[src/rtl/apb_slave_mem_if.sv]
// APB3 bus bundle between a master (testbench/driver) and apb_slave_mem.
// The master drives the address, control and write data. The slave returns read data and ready.
interface apb_slave_mem_if #(
  parameter int DATA_WIDTH = 32
);
  logic [31:0]           PADDR;
  logic [DATA_WIDTH-1:0] PWDATA;
  logic                  PWRITE;
  logic                  PSEL;
  logic                  PENABLE;
  logic [DATA_WIDTH-1:0] PRDATA;
  logic                  PREADY;

  modport master (
    output PADDR, PWDATA, PWRITE, PSEL, PENABLE,
    input  PRDATA, PREADY
  );

  modport slave (
    input  PADDR, PWDATA, PWRITE, PSEL, PENABLE,
    output PRDATA, PREADY
  );
endinterface

[src/rtl/apb_slave_mem.sv]
// APB3 word-addressed memory slave with a fixed number of wait states per access.
// Setup captures the transfer. A countdown then raises PREADY for one cycle, and the transfer commits on the following edge.
module apb_slave_mem #(
  parameter int DATA_WIDTH  = 32,
  parameter int DEPTH       = 64,
  parameter int WAIT_CYCLES = 2
) (
  input  logic              PCLK,
  input  logic              PRESETn,
  apb_slave_mem_if.slave    apb
);
  localparam int         AW        = $clog2(DEPTH);
  localparam logic [3:0] CNT_INIT  = 4'(WAIT_CYCLES);
  localparam bit         ZERO_WAIT = (WAIT_CYCLES == 0);

  typedef enum logic {IDLE, ACCESS} state_e;

  state_e                state_q;
  logic [3:0]            cnt_q;
  logic [AW-1:0]         addr_q;
  logic                  in_range_q;
  logic                  write_q;
  logic [DATA_WIDTH-1:0] wdata_q;
  logic [DATA_WIDTH-1:0] prdata_q;
  logic                  pready_q;
  logic [DATA_WIDTH-1:0] mem_q [DEPTH];

  logic                  setup;
  logic [AW-1:0]         paddr_idx;
  logic                  paddr_ok;
  logic [DATA_WIDTH-1:0] setup_rd;
  logic [DATA_WIDTH-1:0] access_rd;
  logic                  unused_byte_lanes;

  assign setup             = apb.PSEL && !apb.PENABLE;
  assign paddr_idx         = apb.PADDR[AW+1:2];
  assign paddr_ok          = (apb.PADDR[31:AW+2] == '0);
  assign unused_byte_lanes = ^apb.PADDR[1:0];
  // Out-of-range reads return zero instead of aliasing onto a real word.
  assign setup_rd          = paddr_ok   ? mem_q[paddr_idx] : '0;
  assign access_rd         = in_range_q ? mem_q[addr_q]    : '0;

  // NOTE: the memory array is cleared by reset, so it is built from flops and not from a RAM macro.
  // NOTE: all state uses non-blocking assignments so every branch reads pre-edge values.
  always_ff @(posedge PCLK or negedge PRESETn) begin
    if (!PRESETn) begin
      state_q    <= IDLE;
      cnt_q      <= '0;
      addr_q     <= '0;
      in_range_q <= 1'b0;
      write_q    <= 1'b0;
      wdata_q    <= '0;
      prdata_q   <= '0;
      pready_q   <= 1'b0;
      for (int i = 0; i < DEPTH; i++) mem_q[i] <= '0;
    end else if (setup) begin
      // A setup seen in ACCESS abandons the old transfer and starts this one.
      state_q    <= ACCESS;
      cnt_q      <= CNT_INIT;
      addr_q     <= paddr_idx;
      in_range_q <= paddr_ok;
      write_q    <= apb.PWRITE;
      wdata_q    <= apb.PWDATA;
      pready_q   <= ZERO_WAIT;
      if (ZERO_WAIT && !apb.PWRITE) prdata_q <= setup_rd;
    end else if (state_q == ACCESS) begin
      if (!apb.PSEL) begin
        state_q  <= IDLE;
        pready_q <= 1'b0;
        cnt_q    <= '0;
      end else if (!pready_q) begin
        cnt_q    <= cnt_q - 4'd1;
        pready_q <= (cnt_q == 4'd1);
        if (cnt_q == 4'd1 && !write_q) prdata_q <= access_rd;
      end else begin
        if (write_q && in_range_q) mem_q[addr_q] <= wdata_q;
        pready_q <= 1'b0;
        state_q  <= IDLE;
      end
    end
  end

  assign apb.PRDATA = prdata_q;
  assign apb.PREADY = pready_q;
endmodule

[src/flat_wrapper.sv]
// flat-port wrapper written by rule: the top's interface ports become plain ports
module apb_slave_mem_flat 
#(
  parameter int DATA_WIDTH  = 32,
  parameter int DEPTH       = 64,
  parameter int WAIT_CYCLES = 2
)
  (PCLK, PRESETn, apb_PADDR, apb_PWDATA, apb_PWRITE, apb_PSEL, apb_PENABLE, apb_PRDATA, apb_PREADY);
  apb_slave_mem_if #(.DATA_WIDTH(DATA_WIDTH)) apb_i ();
  input  logic PCLK;
  input  logic PRESETn;
  input wire logic [$bits(apb_i.PADDR)-1:0] apb_PADDR;
  input wire logic [$bits(apb_i.PWDATA)-1:0] apb_PWDATA;
  input wire logic [$bits(apb_i.PWRITE)-1:0] apb_PWRITE;
  input wire logic [$bits(apb_i.PSEL)-1:0] apb_PSEL;
  input wire logic [$bits(apb_i.PENABLE)-1:0] apb_PENABLE;
  output wire logic [$bits(apb_i.PRDATA)-1:0] apb_PRDATA;
  output wire logic [$bits(apb_i.PREADY)-1:0] apb_PREADY;
  assign apb_i.PADDR = apb_PADDR;
  assign apb_i.PWDATA = apb_PWDATA;
  assign apb_i.PWRITE = apb_PWRITE;
  assign apb_i.PSEL = apb_PSEL;
  assign apb_i.PENABLE = apb_PENABLE;
  assign apb_PRDATA = apb_i.PRDATA;
  assign apb_PREADY = apb_i.PREADY;
  apb_slave_mem #(.DATA_WIDTH(DATA_WIDTH), .DEPTH(DEPTH), .WAIT_CYCLES(WAIT_CYCLES)) u_core (.PCLK(PCLK), .PRESETn(PRESETn), .apb(apb_i));
endmodule
[config.mk]
export PLATFORM = sky130hd
export DESIGN_NAME = apb_slave_mem_flat
export DESIGN_NICKNAME = d
export VERILOG_FILES = /design/src/rtl/apb_slave_mem_if.sv /design/src/rtl/apb_slave_mem.sv /design/src/flat_wrapper.sv
export SDC_FILE = /design/constraint.sdc
export NUM_CORES = 2
export LEC_CHECK = 0
export ABC_CLOCK_PERIOD_IN_PS = 2900
export BUFFER_PORTS_ARGS = -buffer_cell sky130_fd_sc_hd__buf_4
export CAP_MARGIN = 15
export CORE_ASPECT_RATIO = 0.5
export CORE_MARGIN = 2
export CORE_UTILIZATION = 50
export CTS_CLUSTER_SIZE = 10
export DETAILED_ROUTE_END_ITERATION = 12
export GPL_TIMING_DRIVEN = 0
export PLACE_DENSITY_LB_ADDON = 0.05
export SYNTH_ARGS = -nofsm -noshare
export SYNTH_HDL_FRONTEND = slang
export SYNTH_SLANG_ARGS = --single-unit
[constraint.sdc]
create_clock -name PCLK -period 2.9 [get_ports PCLK]
set_clock_uncertainty 0.05 [all_clocks]
set_input_delay 0 -clock PCLK [delete_from_list [all_inputs] [get_ports PCLK]]
set_output_delay 0 -clock PCLK [all_outputs]
set_load 0.01 [all_outputs]
## After elaboration in Yosys (flattened, before gate mapping)

Cells that the tools add are included.

- Add/subtract/negate cells: 1
- Order comparisons: 2
- Muxes and demuxes: 19
- Reductions and logical operators: 11
- Equality and inequality tests: 2
- Bitwise gates (word level): 3

Operators with widths:

| operator | number |
|---|---|
| bitwise mux 2048 bit | 1 |
| binary-select mux 32 bit (select 6 bit) | 1 |
| demux 32 bit (select 6 bit) | 1 |
| 2-to-1 mux 32 bit | 4 |
| logical NOT 24 bit | 1 |
| 2-to-1 mux 4 bit | 4 |
| AND reduction 5 bit | 2 |
| 2-to-1 mux 1 bit | 8 |
| greater-or-equal comparator 7 bit, second input constant | 1 |
| < comparator 7 x 1 -> 1 bit, second input constant | 1 |
| inverter 6 -> 7 bit | 1 |
| == test 4 x 1 -> 1 bit, second input constant | 1 |
| logical AND 1 bit | 4 |
| subtractor 4 x 1 -> 4 bit, second input constant | 1 |
| inequality test 3 bit, second input constant | 1 |
| logical NOT 1 bit | 2 |
| inverter 1 bit | 2 |
| AND reduction 2 bit | 1 |
| nonzero test 2 bit | 1 |

- Logic and storage cells: 110
- Flip-flop bits (word level): 2126
- Bits of input ports: 69

## Longest topological paths before layout

- Depth after elaboration: 6
- Gate-level depth with buffers: 11
- Gate-level depth less buffers: 6

## Least setup slack after synthesis

No wires, ideal clock.

- Kind: register to register
- Start: register u_core.addr_q[2]
- End: register u_core.prdata_q[0] (netlist: u_core.apb.PRDATA[0])
- Required time: 2.717 ns
- Path slack: 0.529 ns
- Period minus slack after synthesis: 2.371 ns
- Stages on the path, launching flop included: 10
- Buffers on the path: 3
- Arrival time: 2.188 ns
- Path through: dfrtp_1 -> buf_2 -> clkbuf_1 -> clkbuf_1 -> mux2i_1 -> o22ai_1 -> o31ai_1 -> o2111ai_1 -> nor4bb_1 -> o21ai_0

- Longest elaborated chain between the ends: 5

Ends and longest elaborated chain:

| what | RTL line | source |
|---|---|---|
| start, declared | apb_slave_mem.sv:20 | `logic [AW-1:0] addr_q;` |
| start signal, assigned | apb_slave_mem.sv:60 | `addr_q <= paddr_idx;` |
| inverter 6 -> 7 bit (not written as such) | apb_slave_mem.sv:41 | `assign access_rd = in_range_q ? mem_q[addr_q] : '0;` |
| binary-select mux 32 bit (select 6 bit) | apb_slave_mem.sv:41 |  |
| 2-to-1 mux 32 bit (not written as such) (2 in series) | apb_slave_mem.sv:41 |  |
| 2-to-1 mux 32 bit | apb_slave_mem.sv:41 |  |
| end signal, assigned | apb_slave_mem.sv:65 | `if (ZERO_WAIT && !apb.PWRITE) prdata_q <= setup_rd;` |
| end signal, assigned | apb_slave_mem.sv:74 | `if (cnt_q == 4'd1 && !write_q) prdata_q <= access_rd;` |
| end, declared | apb_slave_mem.sv:24 | `logic [DATA_WIDTH-1:0] prdata_q;` |

Every way passes these cells. The select of a mux whose other input is x is not followed.
A chain may end at the register's enable or synchronous reset.

## Worst setup path in the final report

- Start: register u_core.addr_q[2]
- End: register u_core.prdata_q[31] (netlist: u_core.apb.PRDATA[31])

Same word-level chain as after synthesis.

==> impl_metrics.env <==
export IMPL_slew_violations=0
export IMPL_fin_cells=10429
export IMPL_num_vias=68346
export IMPL_syn_to_final_growth_pct=20.5
export IMPL_power_density_nw_per_um2=585
export IMPL_period_minus_slack_ns=3.12
export IMPL_yosys_cell_count_top_type="dfrtp_1"
export IMPL_ys_flop_type="dfrtp_1"
export IMPL_synth_common_cells="dfrtp_1, mux2_2, mux2i_1, clkbuf_1, o22ai_1"
export IMPL_syn_avg_cell_area_um2=13.2
export IMPL_critPathCaptureType="register"
export IMPL_grt_util_all_layers_pct=36.8
export IMPL_netlist_area_um2=96200
export IMPL_dp_final_hpwl_um=266000
export IMPL_antenna_found_initial=27
export IMPL_cts_buffers_inserted=238
export IMPL_rows=113
export IMPL_clock_sinks=2126
export IMPL_clock_latency_ns=0.90
export IMPL_drt_iter0_markers=7817
export IMPL_required_ns=3.59
export IMPL_fmax_ghz=0.321
export IMPL_synth_seq_cells=2126
export IMPL_drive_gt1_share_pct=43.8
export IMPL_vdd_drop_max_uv=487
export IMPL_synth_area_top_cells="dfrtp_1, mux2_2, mux2i_1, a221o_1, o22ai_1"
export IMPL_synth_nets=7342
export IMPL_netlist_instances=7271
export IMPL_first_pass_iters=7
export IMPL_synth_largest_area_cell="dfrtp_1"
export IMPL_cts_path_max_buffers=4
export IMPL_cp_data_arrival_time_ns=3.81
export IMPL_rsz0062_at_grt="yes"
export IMPL_grt_max_degree=187
export IMPL_antenna_left=0
export IMPL_violations="negative hold slack, negative setup slack"
export IMPL_critical_path_class="reg2reg"
export IMPL_vias_per_cell=6.55
export IMPL_worst_path_max_fanout=7
export IMPL_grt_overflow=0
export IMPL_ioPinCount=102
export IMPL_drcViolationCount=0
export IMPL_synth_edf_count=0
export IMPL_yosys_area_top_type_share_pct=55.3
export IMPL_htree_num_levels=4
export IMPL_io_buffers=98
export IMPL_ys_types=42
export IMPL_core_um2=191000
export IMPL_r2r_setup_slack_ns=-0.22
export IMPL_setup_viol=249
export IMPL_slew_headroom_pct=11.3
export IMPL_grt_pass1_wl_um=512000
export IMPL_synth_warnings=0
export IMPL_wl_um=368000
export IMPL_fin_ws_ns=-0.218
export IMPL_die_x_um=624
export IMPL_root_buffer="clkbuf_16"
export IMPL_gp_congestion=0.950
export IMPL_startpoint_type="register"
export IMPL_power_mw=67.8
export IMPL_cts_tree="done"
export IMPL_hold_path_class="in2async"
export IMPL_grt_pass1_vias=69157
export IMPL_status="complete, but fails checks"
export IMPL_dp_slack_ns=-2.64
export IMPL_worstMarginPinSlew_ns=1.33
export IMPL_drv_cap=0
export IMPL_finalNetCount=7946
export IMPL_yosysSeqAreaShare_pct=55.3
export IMPL_placedCellCount=9946
export IMPL_die_h_um=314
export IMPL_die_area_um2=196000
export IMPL_async_flop_share_pct=100
export IMPL_path_clk_slew_ns=0.06
export IMPL_whs_ns=-0.248
export IMPL_wire_per_inst_um=35.3
export IMPL_hold_violations=168
export IMPL_initial_core_util_pct=50.5
export IMPL_period_share_pct=108
export IMPL_p_leak_nw=54.7
[kinds of logic (layout without fill, tap and decap cells)]
family / Yosys count / after routing / synth area share (%)
DFF: 2126 / 2126 / 55.3
adders and majority gates: 2 / 2 / 0.0260
and+or+nand+nor: 449 / 449 / 2.10
muxes: 2597 / 2597 / 29.7
other: 0 / 18 / 0
buffers and inverters: 960 / 1570 / 3.93
AOI/OAI and AO/OA: 1137 / 1137 / 8.93
[worst paths after layout]
kind                                                    from                                 to  depth (start not counted)
max in group asynchronous                            PRESETn      u_core.mem_q[462]$_DFFE_PN0P_                         12
max reg2reg                     u_core.addr_q[2]$_DFFE_PN0P_  u_core.apb.PRDATA[31]$_DFFE_PN0P_                         10
min reg2reg                u_core.apb.PRDATA[12]$_DFFE_PN0P_  u_core.apb.PRDATA[12]$_DFFE_PN0P_                          2
min in group PCLK                                   apb_PSEL        u_core.cnt_q[0]$_DFFE_PN0P_                          6
min                                                  PRESETn     u_core.mem_q[1252]$_DFFE_PN0P_                          8
max                             u_core.addr_q[2]$_DFFE_PN0P_  u_core.apb.PRDATA[31]$_DFFE_PN0P_                         10
[worst max-delay path, stage by stage, from the launching register on]
cell       delay [ns]
dfrtp_2          0.45
buf_12           0.18
clkbuf_16        0.19
buf_12           0.14
buf_12           0.12
mux2i_2          0.23
o22ai_1          0.14
o31ai_4          0.48
o2111ai_4        0.44
nor4bb_4         0.41
o21ai_1          0.10
[per-layer routing]
layer / track usage (%) / vias to the layer above / routed length [um] / part of all wire [%]
met1: 53.8 / 36427 / 161000 / 44
met3: 15.1 / 592 / 48300 / 13
met4: 9.01 / 11 / 9630 / 2.6
met2: 50.5 / 3440 / 148000 / 40
met5: 0 / - / 389 / 0.11
li1: - / 27876 / - / -
[final cells by class]
cell class	count	area, um^2
fill	14910	74700
sequential	2126	53200
multi-input combinational	4185	43100
clock buffer	244	6050
buffer	758	5150
timing repair buffer	373	4470
tap	2530	3170
inverter	193	728
antenna	18	45.0
clock inverter	2	17.5
[state kept, by name (all words and copies together) (netlist names)]
register           count
u_core.state_q         1
u_core.apb.PRDATA     32
u_core.cnt_q           4
u_core.mem_q        2048
u_core.in_range_q      1
u_core.addr_q          6
u_core.apb.PREADY      1
u_core.write_q         1
u_core.wdata_q        32
[power by group]
group | switching, mW | internal (mW)
sequential | 0.0672 | 29.8
clock | 11.8 | 14.5
combinational | 8.37 | 3.27
total | 20.2 | 47.5
[per-stage QoR]
step,TNS [ns],area (um^2),util [%]
after floorplan,0,96200,-
after global placement,-,100000,52.5
after detailed placement,-3178.52,101000,53.0
final,-9.79,116000,60.8
after CTS,-122.86,113000,59.3
after global routing,-7.47,116000,60.8
[cells in the final DEF, fill, tap and decap left out, drive strengths merged, types with 31 or more instances in the layout]
master	Yosys	final
nor4bb	31	31
a221oi	124	124
clkbuf	461	707
buf	306	572
mux2i	512	512
nand2	276	276
o31ai	94	94
dlygate4sd3	0	95
a21oi	105	105
o21ai	100	100
inv	193	194
o2111ai	31	31
o22ai	291	291
o32ai	186	186
nor2	95	95
a221o	202	202
dfrtp	2126	2126
mux2	2085	2085
[what timing repair did]
item	in CTS	in global routing
hold endpoints to repair	407	359
hold buffers	91	16
pin swaps	95	149
cloned	10	7
resized for setup	1071	607
endpoints found under the setup margin	2278	2090
buffers inserted	52	48
(Power assumes the default switching activity.)
